<file path="config.mk">
export PLATFORM = sky130hd
export DESIGN_NAME = result_writer
export DESIGN_NICKNAME = d
export VERILOG_FILES = /design/src/rtl/result_writer.sv
export SDC_FILE = /design/constraint.sdc
export NUM_CORES = 1
export LEC_CHECK = 0
export ABC_AREA = 0
export CORE_MARGIN = 2
export CORE_UTILIZATION = 35
export CTS_CLUSTER_DIAMETER = 50
export DETAILED_ROUTE_END_ITERATION = 12
export PLACE_DENSITY_LB_ADDON = 0.15
export SETUP_SLACK_MARGIN = 0.05
export SLEW_MARGIN = 30
export SYNTH_ARGS = -nofsm -noshare
export SYNTH_HDL_FRONTEND = slang
export SYNTH_SLANG_ARGS = --single-unit
</file>
<file path="constraint.sdc">
create_clock -name clk -period 1.5 [get_ports clk]
set_input_delay 0.15 -clock clk [delete_from_list [all_inputs] [get_ports clk]]
set_output_delay 0.15 -clock clk [all_outputs]
set_load 0.005 [all_outputs]
</file>
<file path="src/rtl/result_writer.sv">
// Result logger: writes upstream results into a 16x16 memory,
// with indexed readback through the same memory port.
module result_writer #(
  parameter bit WRAP = 1'b1
) (
  input  logic        clk,
  input  logic        rst,
  input  logic        res_valid,
  input  logic [15:0] res_data,
  output logic        res_ready,
  input  logic        clear,
  input  logic        rd_req,
  input  logic [3:0]  rd_idx,
  output logic        rd_valid,
  output logic [15:0] rd_data,
  output logic        rd_err,
  output logic [4:0]  count,
  output logic        wrapped,
  output logic [3:0]  mem_addr,
  output logic [15:0] mem_data,
  output logic        mem_we,
  input  logic [15:0] mem_rdata
);

  typedef enum logic [1:0] {
    IDLE,
    WRITE,
    RD_ADDR,
    RD_DATA
  } state_t;

  state_t      state_q, state_d;
  logic [3:0]  wr_ptr_q, wr_ptr_d;
  logic [4:0]  count_q, count_d;
  logic        wrapped_q, wrapped_d;
  logic [3:0]  mem_addr_q, mem_addr_d;
  logic [15:0] mem_data_q, mem_data_d;
  logic        mem_we_q, mem_we_d;
  logic [3:0]  rd_idx_q, rd_idx_d;
  logic        rd_valid_q, rd_valid_d;
  logic [15:0] rd_data_q, rd_data_d;
  logic        rd_err_q, rd_err_d;

  logic full;
  logic stall;

  assign full  = (count_q == 5'd16);
  assign stall = full & ~WRAP;

  assign res_ready = (state_q == IDLE) & ~clear & ~rd_req & ~stall;

  always_comb begin
    state_d    = state_q;
    wr_ptr_d   = wr_ptr_q;
    count_d    = count_q;
    wrapped_d  = wrapped_q;
    mem_addr_d = mem_addr_q;
    mem_data_d = mem_data_q;
    mem_we_d   = mem_we_q;
    rd_idx_d   = rd_idx_q;
    rd_valid_d = 1'b0;
    rd_data_d  = rd_data_q;
    rd_err_d   = rd_err_q;
    case (state_q)
      IDLE: begin
        if (clear) begin
          wr_ptr_d  = 4'd0;
          count_d   = 5'd0;
          wrapped_d = 1'b0;
        end else if (rd_req) begin
          mem_addr_d = rd_idx;
          rd_idx_d   = rd_idx;
          state_d    = RD_ADDR;
        end else if (res_valid && res_ready) begin
          mem_addr_d = wr_ptr_q;
          mem_data_d = res_data;
          mem_we_d   = 1'b1;
          state_d    = WRITE;
        end
      end
      WRITE: begin
        mem_we_d = 1'b0;
        wr_ptr_d = wr_ptr_q + 4'd1;
        // only reachable when full if overwriting is enabled
        if (full) wrapped_d = 1'b1;
        else      count_d   = count_q + 5'd1;
        state_d = IDLE;
      end
      RD_ADDR: state_d = RD_DATA;
      RD_DATA: begin
        rd_valid_d = 1'b1;
        if ({1'b0, rd_idx_q} >= count_q) begin
          rd_err_d  = 1'b1;
          rd_data_d = 16'h0000;
        end else begin
          rd_err_d  = 1'b0;
          rd_data_d = mem_rdata;
        end
        state_d = IDLE;
      end
      default: state_d = IDLE;
    endcase
  end

  always_ff @(posedge clk or posedge rst) begin
    if (rst) begin
      state_q    <= IDLE;
      wr_ptr_q   <= 4'd0;
      count_q    <= 5'd0;
      wrapped_q  <= 1'b0;
      mem_addr_q <= 4'd0;
      mem_data_q <= 16'h0000;
      mem_we_q   <= 1'b0;
      rd_idx_q   <= 4'd0;
      rd_valid_q <= 1'b0;
      rd_data_q  <= 16'h0000;
      rd_err_q   <= 1'b0;
    end else begin
      state_q    <= state_d;
      wr_ptr_q   <= wr_ptr_d;
      count_q    <= count_d;
      wrapped_q  <= wrapped_d;
      mem_addr_q <= mem_addr_d;
      mem_data_q <= mem_data_d;
      mem_we_q   <= mem_we_d;
      rd_idx_q   <= rd_idx_d;
      rd_valid_q <= rd_valid_d;
      rd_data_q  <= rd_data_d;
      rd_err_q   <= rd_err_d;
    end
  end

  assign rd_valid = rd_valid_q;
  assign rd_data  = rd_data_q;
  assign rd_err   = rd_err_q;
  assign count    = count_q;
  assign wrapped  = wrapped_q;
  assign mem_addr = mem_addr_q;
  assign mem_data = mem_data_q;
  assign mem_we   = mem_we_q;

endmodule

</file>
==> summary.txt <==
Status
  – Outcome: complete, no violations

Pwr
  – Leakage: 1.834 nW
  – Overall Power: between 0.006 and 0.007 W
  – Worst VDD drop: just under 0.8 mV
  – Pwr dens: roughly 1800 nW/um2

Clock tree
  – Clock slew at reported path FFs: ~0.1 ns
  – CTS Buf Count: 5
  – CTS max path bufs: 2
  – H-tree depth: 2
  – CTS tree: built
  – Clk root buf: clkbuf_8
  – Cts hold-fix bufs: 0
  – Clk_lat worst skew: about 0.31 ns
  – Clock tree sinks: 55

Synthesis
  – Synth area leader: dfrtp_1
  – Synth area leaders: dfrtp_1 (56%), mux2_2 (8.2%), mux2i_1 (8.1%)
  – Mapped cell area: about 2500 um2
  – Synthesized instance count: 190
  – Fraction of registers with async set/reset: between 90% and 100%
  – Synth warn: 0
  – Top FF cell, synth: dfrtp_1
  – Most instantiated library cell after synthesis: dfrtp_1
  – #FFs+latches synth: 55
  – Commonest cells in the netlist: dfrtp_1 (55), mux2i_1 (20), mux2_2 (18)
  – Netlist cell types: 33
  – Post-synth top area share: between 50% and 60%
  – Synthesized Nets: between 200 and 250
  – Register area share after synthesis: between 50 and 60%
  – Number of synthesized flops with an enable pin: 0
  – Syn avg cell area: approximately 13 um2

Placement
  – Final GP Congestion: between 0.7 and 0.8
  – DP HPWL: ~4100 um
  – Buffers on Ports: between 80 and 90
  – DP Area: between 3000 and 4000 um2

STA
  – Worst Clk Skew: around 0.0044 ns
  – RSZ-0062 raised after global routing: true
  – Max Clock Freq: between 600 and 700 MHz
  – Slew @ Worst Pin: 0.3695 ns
  – Fin. Hold Viols: 0
  – Sum Neg Setup Slack: 0 ns
  – Tcrit/Tclk final: a little over nine tenths
  – Slew HR: roughly 75%
  – Final Max Slew Viols: 0
  – Min Tclk post-route: about 1.5 ns
  – Final setup fails: 0

Floorplanning
  – Die area: 7756 um2
  – Placement row count: 30
  – Starting Density: a little over a third
  – Core region area: just under 7000 um2
  – I/O pins: just under 90
  – Die Y: just under 90 um
  – Chip Width: a little under 90 um

Routing
  – Routed Wire Length: roughly 5600 um
  – DR vias: about 1800
  – Post-route DRC violation count: 0
  – ANT nets after route: 0
  – Drt first pass iters: 4
  – Routed length per instance: 14.14 um
  – Average vias per placed instance: 4.571
  – Initial DRC Count: 40

Layout
  – Layout cells sized above 1: 26.51%
  – Finished layout cell area: between 3000 and 4000 um2
  – Nets: around 350
  – Area grow syn2layout: 55.29%
  – Antenna cells: 0
  – Final core utilization: 56.23%

Critical path
  – CP Launch Type: flop
  – Arrival time worst endpoint: roughly 1.7 ns
  – WS Path Type: flop to flop
  – Worst path required time: 1.71 ns
  – CP Capture Type: flop
  – Flop-to-flop setup slack: between 0.015 and 0.02 ns
  – CP max FO: 17

Hold path
  – Worst min-delay path class: input port to asynchronous set/reset pin

Global routing
  – Vias in the first global route: 1872
  – First-pass GRT wire length: roughly 8800 um
  – GR Util All Layers: between 10% and 20%
  – Initial antenna violation count: 0
  – Overflow after GRT: 0
  – Largest net degree at the start of global routing: 26

Job
  – Number of max-cap violations: 0
-- layer usage --
layer	share of wire, %	vias to the layer above	global-route usage, %
met1	45	869	20.24
li1	-	881	-
met5	0	-	0
met4	0.52	0	3.719
met3	6.0	2	3.959
met2	48	49	22.93
-- flip-flops by register name, summed over array words and instances, names as in the netlist, 2 cells and up --
| name | count |
|---|---|
| rd_data | 16 |
| wr_ptr_q | 4 |
| rd_idx_q | 4 |
| state_q | 2 |
| count | 5 |
| mem_data | 16 |
| mem_addr | 4 |
-- cell usage in the layout, fill, tap and decap left out, drive strengths merged, types with 2 or more instances in the layout --
cell type      count
a21oi             17
a22o               2
buf               22
clkbuf             6
clkdlybuf4s50     81
clkinvlp           2
dfrtp             55
dlymetal6s2s       3
ha                 7
inv               10
mux2              27
mux2i             20
nand2             11
nand3              6
nand3b             2
nand4              2
nor2               4
nor2b              2
nor3               2
o21ai              4
o31ai              2
-- power breakdown --
part	leakage, nW	internal (W)	total (W)	switching (W)
logic	1.09	0.00216	0.00345	0.00129
clock network	0.0548	0.000504	0.00101	0.000509
registers	0.686	0.00213	0.00253	0.000405
-- worst max-delay path, stage by stage (launching register included) --
cell,delay [ns]
dfrtp_1,0.43
ha_4,0.27
a211oi_4,0.24
o21ai_4,0.10
buf_12,0.16
a22o_1,0.17
-- logic make-up (layout without fill, tap and decap cells) --
kind of cell | after synthesis | in the layout | share of synthesized area, %
adder cells (fa/ha/maj) | 7 | 7 | 3.541
AO/OA/AOI/OAI | 29 | 29 | 6.727
flip-flops | 55 | 55 | 55.64
AND/OR/NAND/NOR | 34 | 34 | 8.498
buffers and inverters | 18 | 126 | 3.844
multiplexers | 47 | 47 | 21.75
-- per-stage QoR --
stage,setup WS (ns),cells,hold WS [ns]
6_report,0.01971,394,0.1630
5_1_grt,-0.03692,394,0.1591
4_1_cts,0.02196,392,0.1644
3_5_place_dp,-0.2060,379,0.4678
3_3_place_gp,-0.1770,379,0.4668
2_1_floorplan,0.05129,190,0.2241
-- area by class of cell --
type | instances | area [um2]
Inverter | 10 | 41.29
Timing Repair Buffer | 108 | 1089
Fill cell | 604 | 2990
Sequential cell | 55 | 1380
Clock buffer | 5 | 68.82
Multi-Input combinational cell | 117 | 1096
Tap cell | 96 | 120.1
Clock inverter | 3 | 46.29
-- final timing paths --
path / to / start / cells after the start
worst max register to register: rd_err / rd_idx_q[2] / 5
worst min-delay path: rd_data[9] / rst / 2
max in group asynchronous: state_q[1] / rst / 3
worst max-delay path: rd_err / rd_idx_q[2] / 5
worst min register to register: wr_ptr_q[3] / wr_ptr_q[3] / 1
min in group clk: rd_data[1] / mem_rdata[1] / 3
-- timing repair --
item | CTS | global route
gates cloned | 0 | 0
endpoints found under the setup margin | 25 | 35
pin swaps | 1 | 0
resized for setup | 9 | 20
buffers inserted | 5 | 2
Note: power is estimated with default switching activity, not from simulation.
